===== src/rtl/pwm_mix_pkg.sv =====
// Shared types and helpers for the PWM mix scheduler.
package pwm_mix_pkg;

    typedef enum logic [1:0] {
        StInit,
        StIdle,
        StAccum,
        StCommit
    } mix_state_e;

    localparam int unsigned ATTN_W = 2;

    function automatic int unsigned clog2(input int unsigned n);
        int unsigned w;
        int unsigned v;
        w = 0;
        v = 1;
        while (v < n) begin
            v = v << 1;
            w = w + 1;
        end
        return w;
    endfunction

    function automatic logic [31:0] sat_limit(input logic [31:0] value,
                                              input logic [31:0] limit);
        return (value > limit) ? limit : value;
    endfunction

endpackage


===== src/rtl/pwm_mix_channel_scale.sv =====
// Mute and attenuate one channel sample; sits on the multiplexed accumulator path.
module pwm_mix_channel_scale
    import pwm_mix_pkg::*;
#(
    parameter int unsigned SAMPLE_W = 8
) (
    input  logic [SAMPLE_W-1:0] sample_i,
    input  logic                mute_i,
    input  logic [ATTN_W-1:0]   attn_i,
    output logic [SAMPLE_W-1:0] term_o
);

    always_comb begin
        term_o = mute_i ? '0 : (sample_i >> attn_i);
    end

endmodule


===== src/rtl/pwm_mix_scheduler.sv =====
// Snapshots channel samples per PWM period and mixes them serially into one compare update.
// Define PWM_MIX_CLIP_COUNT_EN to add the saturating o_clip_count output.
module pwm_mix_scheduler
    import pwm_mix_pkg::*;
#(
    parameter int unsigned NUM_CH    = 4,
    parameter int unsigned SAMPLE_W  = 8,
    parameter int unsigned COMPARE_W = 9,
    parameter int unsigned TOP       = 255
) (
    input  logic                       i_clk,
    input  logic                       i_reset,
    input  logic [NUM_CH*SAMPLE_W-1:0] i_samples,
    input  logic [NUM_CH-1:0]          i_mute,
    input  logic [NUM_CH*ATTN_W-1:0]   i_attn,
    input  logic                       i_cycle_end,
    output logic [7:0]                 o_top,
    output logic                       o_top_valid,
    output logic [COMPARE_W-1:0]       o_compare,
    output logic                       o_compare_valid,
    output logic                       o_busy,
    output logic                       o_clip,
    output logic                       o_overrun
`ifdef PWM_MIX_CLIP_COUNT_EN
    ,
    output logic [15:0]                o_clip_count
`endif
);

    localparam int unsigned IDX_W = clog2(NUM_CH);
    localparam int unsigned ACC_W = SAMPLE_W + IDX_W;
    localparam int unsigned LIMIT = TOP + 1;
    localparam logic [IDX_W-1:0] LAST_IDX = IDX_W'(NUM_CH - 1);

    mix_state_e state_q, state_d;

    logic [NUM_CH-1:0][SAMPLE_W-1:0] samples_q, samples_d;
    logic [NUM_CH-1:0]               mute_q, mute_d;
    logic [NUM_CH-1:0][ATTN_W-1:0]   attn_q, attn_d;
    logic [IDX_W-1:0]                idx_q, idx_d;
    logic [ACC_W-1:0]                acc_q, acc_d;
    logic [COMPARE_W-1:0]            compare_q, compare_d;
    logic                            compare_valid_q, compare_valid_d;
    logic                            clip_q, clip_d;
    logic                            overrun_q, overrun_d;
    logic [SAMPLE_W-1:0]             term;

    pwm_mix_channel_scale #(
        .SAMPLE_W(SAMPLE_W)
    ) u_scale (
        .sample_i(samples_q[idx_q]),
        .mute_i  (mute_q[idx_q]),
        .attn_i  (attn_q[idx_q]),
        .term_o  (term)
    );

    always_comb begin
        state_d         = state_q;
        samples_d       = samples_q;
        mute_d          = mute_q;
        attn_d          = attn_q;
        idx_d           = idx_q;
        acc_d           = acc_q;
        compare_d       = compare_q;
        compare_valid_d = 1'b0;
        clip_d          = 1'b0;
        // A period boundary while a frame is in flight is dropped and flagged.
        overrun_d       = i_cycle_end && ((state_q == StAccum) || (state_q == StCommit));

        case (state_q)
            StInit: begin
                state_d = StIdle;
            end
            StIdle: begin
                if (i_cycle_end) begin
                    samples_d = i_samples;
                    mute_d    = i_mute;
                    attn_d    = i_attn;
                    acc_d     = '0;
                    idx_d     = '0;
                    state_d   = StAccum;
                end
            end
            StAccum: begin
                acc_d = acc_q + ACC_W'(term);
                idx_d = idx_q + IDX_W'(1);
                if (idx_q == LAST_IDX) begin
                    state_d = StCommit;
                end
            end
            StCommit: begin
                compare_d       = COMPARE_W'(sat_limit(32'(acc_q), LIMIT));
                compare_valid_d = 1'b1;
                clip_d          = (32'(acc_q) > LIMIT);
                state_d         = StIdle;
            end
            default: begin
                state_d = StInit;
            end
        endcase
    end

    always_ff @(posedge i_clk) begin
        if (i_reset) begin
            state_q         <= StInit;
            samples_q       <= '0;
            mute_q          <= '0;
            attn_q          <= '0;
            idx_q           <= '0;
            acc_q           <= '0;
            compare_q       <= '0;
            compare_valid_q <= 1'b0;
            clip_q          <= 1'b0;
            overrun_q       <= 1'b0;
        end else begin
            state_q         <= state_d;
            samples_q       <= samples_d;
            mute_q          <= mute_d;
            attn_q          <= attn_d;
            idx_q           <= idx_d;
            acc_q           <= acc_d;
            compare_q       <= compare_d;
            compare_valid_q <= compare_valid_d;
            clip_q          <= clip_d;
            overrun_q       <= overrun_d;
        end
    end

`ifdef PWM_MIX_CLIP_COUNT_EN
    logic [15:0] clip_count_q;

    always_ff @(posedge i_clk) begin
        if (i_reset) begin
            clip_count_q <= '0;
        end else if (clip_d && (clip_count_q != 16'hFFFF)) begin
            clip_count_q <= clip_count_q + 16'd1;
        end
    end

    assign o_clip_count = clip_count_q;
`endif

    // INIT is entered by reset, so gating with i_reset keeps the strobe low while reset is held.
    assign o_top_valid     = (state_q == StInit) && !i_reset;
    assign o_top           = 8'(TOP);
    assign o_compare       = compare_q;
    assign o_compare_valid = compare_valid_q;
    assign o_clip          = clip_q;
    assign o_overrun       = overrun_q;
    assign o_busy          = (state_q == StAccum) || (state_q == StCommit);

endmodule


===== config.mk =====
export PLATFORM = sky130hd
export DESIGN_NAME = pwm_mix_scheduler
export DESIGN_NICKNAME = d
export VERILOG_FILES = /design/src/rtl/pwm_mix_pkg.sv /design/src/rtl/pwm_mix_channel_scale.sv /design/src/rtl/pwm_mix_scheduler.sv
export SDC_FILE = /design/constraint.sdc
export NUM_CORES = 1
export LEC_CHECK = 0
export CAP_MARGIN = 20
export CORE_MARGIN = 2
export CORE_UTILIZATION = 35
export DETAILED_ROUTE_END_ITERATION = 8
export PLACE_DENSITY = 0.57
export SETUP_SLACK_MARGIN = 0.3
export SLEW_MARGIN = 20
export SYNTH_ARGS = -nofsm -noshare
export SYNTH_HDL_FRONTEND = slang
export SYNTH_SLANG_ARGS = --single-unit

===== constraint.sdc =====
create_clock -name i_clk -period 3.1 [get_ports i_clk]
set_input_delay 0.31 -clock i_clk [delete_from_list [all_inputs] [get_ports i_clk]]
set_output_delay 0.31 -clock i_clk [all_outputs]
set_load 0.005 [all_outputs]

* Yosys cells after proc, flatten, opt, wreduce, memory -nomap -nowiden
Index checks and enable logic that the tools add are counted.
** Storage, ports and cells
- Memory bits (read-only) :: 0
- Logic and storage cells :: 55
- Memories :: 0
- Bits in writable memories :: 0
- Register bits after elaboration :: 70
- Latch bits :: 0
** Cells by class
- Shift-type cells :: 1
- Muxes and demuxes :: 16
- Multiply operators :: 0
- Reduce and logical (&&, ||, !) cells :: 11
- Bitwise operators :: 1
- Div/mod/pow operators :: 0
- Add/subtract/negate cells :: 2
- Order comparisons :: 2
- Eq/ne operators :: 6
** Operator list (count)
- 10-bit case mux with 2 select lines :: 1
- 8-bit binary-select mux with 2-bit select :: 1
- 8-bit two-way mux :: 2
- 10-bit by 8-bit adder with 10-bit output :: 1
- 10-bit by 9-bit > comparator with 1-bit output (second input constant) :: 1
- 10-bit two-way mux :: 1
- 9-bit two-way mux :: 1
- 2-bit two-way mux :: 4
- 8-bit by 2-bit right shift with 8-bit output :: 1
- 2-bit equality test (second input constant) :: 3
- 2-bit case mux with 3 select lines :: 1
- 2-bit AND reduction :: 3
- 2-bit binary-select mux with 2-bit select :: 1
- 2-bit case mux with 2 select lines :: 1
- 2-bit OR reduction :: 2
- 2-bit by 3-bit < comparator with 1-bit output (second input constant) :: 1
- 2-bit by 1-bit adder with 2-bit output (second input constant) :: 1
- 1-bit binary-select mux with 2-bit select :: 1
- 2-bit by 1-bit equality test with 1-bit output (second input constant) :: 1
- 1-bit logical AND :: 2
- 2-bit zero test :: 1
- 1-bit two-way mux :: 2
- 2-bit by 1-bit != test with 1-bit output (second input constant) :: 1
- 2-bit != test (second input constant) :: 1
- 4 further kinds :: 4

* Logic depth before layout (Yosys ltp)
Gate-level depths: netlist of run 1.
- Word-level depth :: 6
- Gate-level depth with buffers :: 13
- Mapped depth without buffers :: 12

* Modules after synthesis
From an unflattened synthesis of run 1, not the netlist that was laid out.
** Second synthesis, totals
- Cell total of the unflattened synthesis :: 392
- Area total of the unflattened synthesis :: 3393.3 um^2
** Modules (own cells, without submodules)
- pwm_mix_scheduler :: area each 3240.6 um^2, times used 1, cells an instance 372
- pwm_mix_channel_scale :: area each 152.6 um^2, times used 1, cells an instance 20

* Worst setup path after synthesis of run 1
No wires, ideal clock.
- Kind :: register to register
- From :: register idx_q[0]
- To :: register acc_q[8]
- Arrival time :: 2939 ps
- Cell stages (with the launch flop) :: 14
- Slack :: 91 ps
- Required time :: 3030 ps
- Setup time :: 70 ps
- Buffers on the path :: 1
- Cell sequence :: dfxtp_1 > mux4_2 > buf_6 > nor2b_1 > a211oi_1 > a211oi_1 > ha_1 > inv_1 > fa_1 > nand2b_1 > a21oi_1 > a221oi_1 > mux2_2 > a21oi_1
** Between the ends
- Cells in the longest elaborated chain, start to end :: 6
- Elaborated cells between the ends (all ways) :: 10
- Classes of those cells :: add/sub (1); shift (1); mux (8)
** RTL lines
- from (decl) :: RTL line pwm_mix_scheduler.sv:40 : logic [IDX_W-1:0] idx_q, idx_d;
- from (signal assigned) :: RTL line pwm_mix_scheduler.sv:120 : idx_q <= idx_d;
- 8-bit binary-select mux with 2-bit select / 2-bit binary-select mux with 2-bit select (equally long branches) :: RTL line pwm_mix_scheduler.sv:51, pwm_mix_scheduler.sv:53
- 8-bit two-way mux (not written as such) / 2-bit two-way mux (equally long branches) :: RTL line pwm_mix_scheduler.sv:51, pwm_mix_scheduler.sv:53
- 8-bit by 2-bit right shift with 8-bit output :: RTL line pwm_mix_channel_scale.sv:14 : term_o = mute_i ? '0 : (sample_i >> attn_i);
- 8-bit two-way mux * :: RTL line pwm_mix_channel_scale.sv:14
- 10-bit by 8-bit adder with 10-bit output * :: RTL line pwm_mix_scheduler.sv:85 : acc_d = acc_q + ACC_W'(term);
- 10-bit case mux with 2 select lines * :: RTL line pwm_mix_scheduler.sv:70 : case (state_q)
- to (signal assigned) :: RTL line pwm_mix_scheduler.sv:110 : acc_q <= '0;
- to (signal assigned) :: RTL line pwm_mix_scheduler.sv:121 : acc_q <= acc_d;
- to (decl) :: RTL line pwm_mix_scheduler.sv:41 : logic [ACC_W-1:0] acc_q, acc_d;
Every way passes the cells marked *; elsewhere a longest branch is shown, timed or not. The select of a mux whose other input is x is not followed.
A chain may end at the register's enable or synchronous reset.

* Worst setup path after layout of run 1
Ends and elaborated chain as after synthesis.

==> impl_metrics.csv, run 1 <==
group,metric,value,unit
status,status,"finished, final reports clean",
timing,slew_viol_final,0,
global_route,antenna_found_initial,0,
timing,setup_tns,0,ns
clocking,numCtsBuffers,9,
finish,nFillCells,946,
finish,drive_gt1_share,16.2,%
worst_setup_path,critical_path_arrival,3.29,ns
synth,synth_largest_area_cell,"dfxtp_1",
drt,vias,2928,
timing,hold_violations,0,
clocking,htreeDepth,3,
synth,ys_seq_elements,70,
clocking,worstSkewPairLatency,0.34,ns
worst_setup_path,critical_path_class,"flop to flop",
worst_setup_path,path_buf_inv,2,
finish,layout.nets,533,
power_and_ir_drop,power.leakage,0.00169,uW
synth,netlist_area,3380,sq um
worst_setup_path,worstSetupEndpointType,"flop",
global_route,grt_pass1_wl,13000,um
synth,synth_common_cells,"nand2_1 (98), dfxtp_1 (70), a21oi_1 (55)",
clocking,cts.path.max_buffers,2,
timing,finalCritPeriodShare,97.4,%
worst_setup_path,critical-path-top-delay-family,"multiplexers",
drt,drt_pre_antenna_iters,4,
drt,drc,0,
synth,synth_edf_count,0,
synth,ys_seq_area_share,41.5,%
min_path,hold_class,"flop to flop",
floorplanning,die_x,102,um
place,port_buffers,60,
clocking,clkTransAtPathRegs,0.08,ns
drt,wl_per_cell,13.0,um
worst_setup_path,worstPathMaxFanout,6,
worst_setup_path,slowest_delay,0.58,ns
global_route,groute.usage.overall,16.0,%
floorplanning,design.core.area,9280,sq um
drt,postRouteAntennaNets,0,
power_and_ir_drop,ir_drop,0.254,mV
timing,worst_pin_slew,0.718,ns
drt,avgViaCountPerCell,4.85,
timing,fin_skew,0.00820,ns
clocking,cts-root-buf,"clkbuf_8",
synth,synth_ff_type,"dfxtp_1",
place,routabilityCongestion,0.780,
synth,ys.warnings.count,0,
floorplanning,io-pin-count,69,
timing,max-slew-margin-rel,52.1,%
global_route,grt_overflow,0,
floorplanning,die_y,102,um
drt,drtIter0Drc,90,
job,drv_cap,0,
synth,synth.top_cell.area_share,41.5,%
timing,min_period,3.02,ns
finish,diodes,0,
clocking,clock-sinks,70,
synth,syn_avg_cell_area,8.47,sq um
synth,synthArstFlopShare,0,%
place,place_area,4120,sq um
synth,synthCells,399,
power_and_ir_drop,powerDensity,603,nW/um^2
worst_setup_path,crit_top_cell,"buf_6",
timing,setup_viol,0,
floorplanning,start_util,36.4,%
floorplanning,rows,35,
clocking,cts_tree,"done",
timing,fmax,331,MHz
finish,stdcell_area,4530,sq um
power_and_ir_drop,power.total,2730,uW
worst_setup_path,cp-start-kind,"flop",
synth,ys_types,50,
synth,synth.most_common_cell,"nand2_1",
floorplanning,dieArea,10500,sq um
synth,synthTopCellsByArea,"dfxtp_1 (41%), nand2_1 (11%), a21oi_1 (8.1%), mux4_2 (6.7%), ha_1 (5.2%)",
worst_setup_path,slowest_stage,"mux4_2",
worst_setup_path,crit_required,3.37,ns
drt,wl,7870,um
global_route,grt_pass1_vias,2728,
timing,rsz0062_at_grt,"true",
place,hpwl,5410,um
finish,areaGrowthSynthToFinish,34.1,%
worst_setup_path,path_cells,"mux4_2, buf_6, nor2b_4, a211oi_2, a211o_1, buf_6, fa_2, nand2b_4, a21oi_4, a221oi_2, mux2_4, a21oi_2",
global_route,grt_max_degree,71,
-- worst reg2reg max path, delay by kind of cell (launching register included) --
kind / cells / cell delay, ns
mux: 2 / 0.89
compound gates: 5 / 0.78
flops: 1 / 0.39
fa+ha+maj: 1 / 0.35
buf+inv: 2 / 0.29
simple gates: 2 / 0.26
-- path summary, 6_finish.rpt --
kind,from,endpoint,slack (ns),cells after the start
min reg2reg,samples_q[9],samples_q[9],0.45,2
max,idx_q[0],acc_q[8],0.08,12
max reg2reg,idx_q[0],acc_q[8],0.08,12
min,samples_q[9],samples_q[9],0.45,2
-- logic make-up after synthesis --
group | after synthesis | synth area share (%)
other | 1 | 0.111
muxes | 19 | 10.1
adders and majority gates | 15 | 5.78
AOI/OAI and AO/OA | 95 | 16.8
buffers and inverters | 40 | 5.74
xor gates and xnor gates | 3 | 0.778
DFF | 70 | 41.5
and+or+nand+nor | 156 | 19.2
-- layer usage --
metal  wire length (um)  vias up  track usage, %
li1                   -     1503               -
met1               3660     1349            20.1
met2               3740       66            26.6
met3                340       10            4.17
met4                120        0            5.54
met5                  0        -               0
-- power breakdown --
group	internal, uW	total [uW]	switching (uW)
sequential	1010	1080	74.2
clock	448	784	336
combinational	400	862	462
total	1860	2730	873
-- sequential cells by signal, summed over array words and instances, names as in the netlist --
signal	count
mute_q	4
acc_q	10
o_clip	1
state_q	2
idx_q	2
o_overrun	1
attn_q	8
o_compare_valid	1
samples_q	32
o_compare	9
-- final cells by class --
type                            count  area (sq um)  share of cell area (%)
Clock inverter                      6          87.6                    1.93
Timing Repair Buffer               85           807                    17.8
Multi-Input combinational cell    297          1920                    42.3
Tap cell                          129           161                    3.56
Sequential cell                    70          1410                    31.0
Clock buffer                        9           124                    2.73
Inverter                            8          30.0                   0.663
-- per-stage QoR --
stage	hold slack [ns]	utilization, %	setup WS [ns]	cells
after floorplan	0.432	-	0.285	406
after global placement	0.440	44.4	0.0953	573
after detailed placement	0.445	44.4	0.0787	573
after CTS	0.457	47.6	0.157	594
after global routing	0.480	48.8	-0.0219	604
final	0.454	48.8	0.0800	604
-- cell usage in the layout (no fill, tap or decap), types with 2 or more instances in the layout --
cell type        Yosys  final
nand2_1             98     98
dfxtp_1             70     68
clkdlybuf4s50_1      0     59
a21oi_1             55     49
nor2_1              33     33
buf_4                9     21
ha_1                14     13
mux4_2              10     11
a22oi_1             11     11
clkbuf_8             0      9
conb_1               1      8
inv_1                8      7
a211oi_2             1      5
a211oi_1             9      5
a21oi_2              0      5
mux2i_1              4      4
o21ai_0              6      4
nand2b_1             4      3
nor2b_1              4      3
o21a_1               3      3
nor3_1               3      3
buf_6                1      3
mux2_4               1      2
and2_1               2      2
o21ai_1              1      2
nand3_1              2      2
xor2_1               2      2
nor4_1               2      2
clkinv_2             0      2
clkinv_4             0      2
bufinv_16            0      2
-- what timing repair did --
item                                    in CTS  in global routing
gates cloned                                 1                  0
pin swaps                                   11                 17
endpoints found under the setup margin       6                  8
hold buffers                                 0                  0
buffers inserted                             5                 10
gates resized for setup                      8                 10
No activity file was read; power rests on OpenSTA's default activity.
==> run 2: changes to the inputs <==
ABC_AREA = 1   (was unset)
GPL_ROUTABILITY_DRIVEN = 0   (was unset)
PLACE_DENSITY = 0.54   (was 0.57)
clock period = 3.4 ns   (was 3.1 ns; I/O delays follow)
==> impl_metrics.csv, run 2 <==
group,metric,value,unit
floorplanning,rows,37,
job,drv_cap,0,
global_route,grt_max_degree,49,
drt,drt_pre_antenna_iters,4,
finish,final_cell_mix,"nand2_1 (119), nor2_1 (105), dfxtp_1 (69)",
drt,postRouteAntennaNets,0,
floorplanning,die_y,106,um
synth,ys_seq_area_share,38.5,%
worst_setup_path,setup.worst_path.end,"acc_q[8]",
min_path,hold_class,"flop to flop",
synth,syn_avg_cell_area,6.81,sq um
synth,synth.most_common_cell,"nand2_1",
floorplanning,start_util,35.6,%
floorplanning,die_x,106,um
synth,synth_common_cells,"nand2_1 (119), nor2_1 (105), dfxtp_1 (70)",
worst_setup_path,critical_path_arrival,2.99,ns
drt,avgViaCountPerCell,4.71,
clocking,clock-sinks,70,
worst_setup_path,reg2reg_depth,17,
clocking,cts_resized,0,
clocking,cts.path.max_buffers,2,
clocking,cts_tree,"done",
place,hpwl,6700,um
worst_setup_path,cp-start-kind,"flop",
floorplanning,io-pin-count,69,
worst_setup_path,r2r-end,"acc_q[8]",
power_and_ir_drop,power.total,2860,uW
finish,stdcell_area,4480,sq um
drt,drtIter0Drc,108,
drt,vias,3422,
drt,drc,0,
clocking,worstSkewPairLatency,0.35,ns
synth,synth_largest_area_cell,"dfxtp_1",
synth,netlist_area,3640,sq um
place,port_buffers,60,
synth,synth.top_cell.area_share,38.5,%
timing,fmax,365,MHz
clocking,holdBufCountCts,0,
place,post-place-cells,712,
global_route,grt_pass1_vias,3337,
worst_setup_path,startpoint,"idx_q[1]",
power_and_ir_drop,ir_drop,0.293,mV
synth,ys_types,34,
floorplanning,design.core.area,10200,sq um
power_and_ir_drop,power.leakage,0.00184,uW
finish,areaGrowthSynthToFinish,23.0,%
drt,wl,8890,um
global_route,grt_overflow,0,
synth,ys_seq_elements,70,
timing,hold_violations,0,
finish,layout.nets,649,
synth,synthTopCellsByArea,"dfxtp_1 (38%), nand2_1 (12%), nor2_1 (11%), o21ai_0 (6.6%), ha_1 (4.8%)",
global_route,groute.usage.overall,16.5,%
timing,setup_viol,0,
power_and_ir_drop,powerDensity,638,nW/um^2
clocking,numCtsBuffers,9,
finish,drive_gt1_share,7.11,%
drt,wl_per_cell,12.2,um
worst_setup_path,rrSetupSlack,0.66,ns
place,place_area,4290,sq um
clocking,postCtsSetupBuffers,0,
worst_setup_path,crit_required,3.65,ns
clocking,cts-root-buf,"clkbuf_8",
global_route,grt_pass1_wl,15000,um
synth,synthArstFlopShare,0,%
finish,largest_register,"samples_q",
timing,rsz0062_at_grt,"false",
status,status,"finished, final reports clean",
global_route,antenna_found_initial,0,
synth,synthCells,535,
synth,ys.warnings.count,0,
timing,finalCritPeriodShare,80.7,%
finish,layout_commonest_cell,"nand2_1",
finish,diodes,0,
synth,synth_ff_type,"dfxtp_1",
finish,largest_reg_flops,32,
timing,fin_skew,0.00876,ns
clocking,htreeDepth,3,
worst_setup_path,worstSetupEndpointType,"flop",
timing,min_period,2.74,ns
floorplanning,dieArea,11200,sq um
worst_setup_path,timing.rr.start,"idx_q[1]",
timing,setup_tns,0,ns
finish,stdcell_count,727,
synth,synth_edf_count,0,
worst_setup_path,worstPathMaxFanout,13,
worst_setup_path,critical_path_class,"flop to flop",
clocking,clkTransAtPathRegs,0.08,ns
timing,slew_viol_final,0,
==> run 2: changes by cell type in the layout (fill, tap and decap cells not counted), sizes merged, moves of 11 or more <==
cell | before | now
nand2 | 98 | 125
mux4 | 12 | 0
nand4 | 0 | 11
nand3 | 2 | 34
o21ai | 7 | 59
nor2 | 33 | 106
buf | 26 | 5
inv | 8 | 38
a21oi | 55 | 29
==> run 2: per-stage QoR <==
step | hold slack, ns | util [%] | setup WS (ns)
floorplan | 0.421 | - | 1.17
global placement | 0.453 | 41.9 | 0.688
detailed placement | 0.457 | 41.9 | 0.567
CTS | 0.470 | 43.8 | 0.545
global route | 0.488 | 43.8 | 0.310
finish | 0.468 | 43.8 | 0.658
==> run 2: where the power goes <==
part	switching, uW	internal (uW)
Sequential	114	974
Clock	324	356
Combinational	678	412
==> run 2: layer usage <==
layer  GRT usage [%]  up-vias  share of wire (%)
met5               0        -                  0
met4            5.45        0                1.6
met3            3.74       15                3.7
met2            29.1       64                 49
met1            19.6     1522                 45
li1                -     1821                  -
==> run 2: cell families after synthesis <==
logic type	Yosys count	share of synthesized area [%]
other	1	0.103
xor gates and xnor gates	1	0.240
DFF	70	38.5
AOI/OAI and AO/OA	96	14.1
adders and majority gates	15	5.36
buffers and inverters	70	9.38
and+or+nand+nor	282	32.3
==> run 2: cell type report <==
type	instances	area, sq um
flip-flops and latches	70	1400
clock buffers	10	138
repair buffers	65	638
clock inverters	5	58.8
fillers	1104	5750
well taps	136	170
inverters	39	149
multi-input cells	402	1930
==> run 2: worst max-delay path: stages (launching register included) <==
cell and delay (ns):
dfxtp_1 0.62, inv_2 0.21, nand3_1 0.18, nand2_4 0.11, o21ai_1 0.19, nand2_1 0.07, nand2_1 0.07, ha_1 0.19
inv_1 0.07, fa_1 0.39, inv_1 0.10, nand2_1 0.06, nand3_1 0.09, nand2_1 0.06, nand2_1 0.07, nand3_1 0.06
nand2_1 0.07, nor2_1 0.04
==> run 2: how the worst min path moves through the flow <==
stage                             from              end  depth (start not counted)
after floorplan                i_reset  o_compare_valid                          1
after global placement    o_compare[6]     o_compare[6]                          2
after detailed placement  o_compare[0]     o_compare[0]                          2
final                     o_compare[6]     o_compare[6]                          2
after global routing      o_compare[0]     o_compare[0]                          2
after CTS                 o_compare[0]     o_compare[0]                          2
==> RTL change, RTL diff (flow settings as in run 1) <==
Register the output `o_overrun` once more, with the module's reset; this adds one clock of latency there. The other outputs are not delayed to match.
--- a/src/rtl/pwm_mix_scheduler.sv
+++ b/src/rtl/pwm_mix_scheduler.sv
@@ -146,7 +146,13 @@
     assign o_compare       = compare_q;
     assign o_compare_valid = compare_valid_q;
     assign o_clip          = clip_q;
-    assign o_overrun       = overrun_q;
+    always_ff @(posedge i_clk) begin
+        if (i_reset) begin
+            o_overrun <= '0;
+        end else begin
+            o_overrun <= overrun_q;
+        end
+    end
     assign o_busy          = (state_q == StAccum) || (state_q == StCommit);
 
 endmodule
Behaviour: not the same (Yosys sat finds a counterexample within 4 cycles, from zero or initial values and one cycle with i_reset high).
==> RTL change against run 1 <==
  * Routed wire length is 0.89% lower
  * First-iteration DRC count increased by 8.9%
  * Area after synthesis grew 0.78%
  * Sequential share of layout area is 0.050 points lower
  * Setup slack better by 0.078 ns
  * Power increased by 0.32%
  * Non-clock buffer count grew 1
  * Utilization grew 0.63 points
  * Sequential cell count is 1 higher
  * Design area is 1.8% higher
  * Count of clock-buffer cells in the layout rose by 1
  * Largest cell class unchanged
  * Highest routed layer unchanged
==> RTL change: results (changes against run 1) <==
The via count of the first global-routing pass is 2,822 (+3.4%). The data arrival time at the worst-slack endpoint was 3.22 ns (-0.07 ns); the first-pass GRT wire length was 12,990 um (-0.22%). By area the synthesized netlist is led by dfxtp_1 42%, nand2_1 11%, a21oi_1 8.1%. The met3 demand-to-capacity share in global routing was 5.220% (+1.0 points); the worst IR drop on VDD was 244.3 uV (-3.8%). The tools report the start point of the worst hold path as overrun_q. For the cell count after placement, the log shows 576 (+0.52%).

The tools report the number of failing hold endpoints at the final stage as 0 (unchanged). The aggregate global-route resource usage is 15.73% (-0.27 points). The slack of the worst reg-to-reg path came out at 0.16 ns (+0.08 ns). Sum of routed wire length over all layers: 7795 um (-0.89%). The number of max-capacitance violations reported was 0 (unchanged). The average instance area after synthesis was 8.490 um2 (+0.28%).

For the number of buffers on the longest clock path, the log shows 2 (unchanged). The tools report the cell at the root of the clock tree as clkbuf_8. Capturing point of the worst reg2reg path: acc_q[8].

By count the netlist is led by 98 x nand2_1, 71 x dfxtp_1, 55 x a21oi_1. Number of warning messages in the yosys log: 0 (unchanged). The worst setup slack after placement is 0.02033 ns (-0.05837 ns), and the final antenna diode count is 0 (unchanged).

The pin count of the biggest net entering global routing was 72 (+1.4%). The maximum fanout count along the critical path is 7 (+1), and the worst slew slack as a fraction of its limit is 50.84% (-1.3 points). The number of cells on the worst hold path is 1 (-1). Fraction of layout instances using a drive strength above 1: 18.87% (+2.7 points).

The run gives 0.35 ns as the clock insertion delay at the later pin of the skew report. The met2 usage was 26.75% (+0.13 points); the first-pass iteration count of the detailed router was 4 (unchanged). The count of port buffers added during placement is 60 (unchanged). The number of antenna violations at the first check in global routing is 0 (unchanged), and the number of cells traversed by the worst register-to-register path is 11 (-1). The met1 global-route usage came out at 19.45% (-0.70 points). For the sequential-to-total area share from yosys stat, the log shows 41.75% (+0.27 points). The run gives 50 (unchanged) as the post-synthesis cell type count.

The run gives 9 (unchanged) as the total clock buffers created by CTS. The proportion of synthesized flip-flops having asynchronous set or reset was 0% (unchanged); the final HPWL from detailed placement was 5423 um (+0.16%). The tools report the number of vias in the routed layout as 2,962 (+1.2%). For the net total in the final layout, the log shows 535 (+0.38%).

The routability congestion estimate from global placement is 0.8402 (+7.8%). The startpoint identified for the worst register-to-register timing path is idx_q[0]. The initial detailed-routing violation count was 98 (+8.9%); the number of vias per cell was 4.888 (+0.83%). The H-tree level count was 3 (unchanged); the worst clock skew was 0.007414 ns (-0.0007853 ns). Counting flops per register, the top entry is samples_q. The run finished with clean final reports. The leakage power is 1.704 nW (+0.80%).

Clock transition at the register clock pins on the worst setup and hold paths after CTS: 0.07 ns. For hold timing, the worst endpoint is o_overrun. The tightest min-delay check is of the reg2reg type. Flip-flop count of the largest register after layout: 32 (unchanged).
## RTL change: cells by family (layout without fill, tap and decap cells)
group | count (synthesis) | in the layout | share of synthesized area [%]
AO/OA/AOI/OAI | 95 | 95 | 16.69
XOR/XNOR | 3 | 3 | 0.7719
adder cells (fa/ha/maj) | 15 | 15 | 5.733
buffers and inverters | 40 | 109 | 5.696
flip-flops | 71 | 71 | 41.75
multiplexers | 19 | 19 | 9.996
other | 1 | 8 | 0.1101
AND/OR/NAND/NOR | 157 | 157 | 19.26
## RTL change: per-stage QoR
| step | area, um2 | hold slack (ns) |
|---|---|---|
| after global routing | 4612 | 0.4769 |
| after detailed placement | 4145 | 0.4390 |
| final | 4612 | 0.4454 |
| after floorplan | 3476 | 0.4138 |
| after CTS | 4514 | 0.4563 |
| after global placement | 4145 | 0.4180 |
## RTL change: routing by layer
| layer | part of all wire (%) | wire (um) |
|---|---|---|
| met1 | 46 | 3612 |
| met2 | 48 | 3780 |
| met3 | 4.1 | 320 |
| met4 | 1.1 | 83 |
| met5 | 0 | 0 |
## RTL change: power by group
part,switching (mW),leakage [nW],total (mW),internal [mW]
Sequential,0.0703,0.578,1.09,1.02
Combinational,0.472,1.02,0.884,0.412
Clock,0.348,0.103,0.762,0.414
## RTL change: timing repair
action,in CTS,in global routing
pin swaps,15,11
setup buffers,12,3
resized for setup,18,19
setup endpoints to repair,6,7
## RTL change: area by class of cell
type	count	area, um2
well taps	129	161.4
clock buffers	10	148.9
flip-flops and latches	71	1429
clock inverters	5	56.30
multi-input cells	297	1981
repair buffers	86	805.8
fillers	956	4716
inverters	8	30.03
## RTL change: critical path, cell delays in order (launching register included)
cell and delay, ns:
dfxtp_4 0.36, mux4_2 0.63, buf_6 0.17, mux2_4 0.32, nor2_4 0.09, a211oi_2 0.05
ha_1 0.36, o21ai_2 0.11, a21oi_4 0.06, a221oi_2 0.28, mux2_4 0.33, a21oi_2 0.11
## RTL change: worst max-delay path by stage
stage	start	endpoint	slack [ns]	cells past startpoint
4_1_cts	idx_q[0]	acc_q[8]	0.18	12
3_3_place_gp	idx_q[0]	acc_q[8]	0.09	11
5_1_grt	idx_q[1]	acc_q[8]	0.07	13
3_5_place_dp	idx_q[0]	acc_q[9]	0.02	10
6_report	idx_q[0]	acc_q[8]	0.16	11
2_1_floorplan	idx_q[0]	acc_q[8]	0.29	12
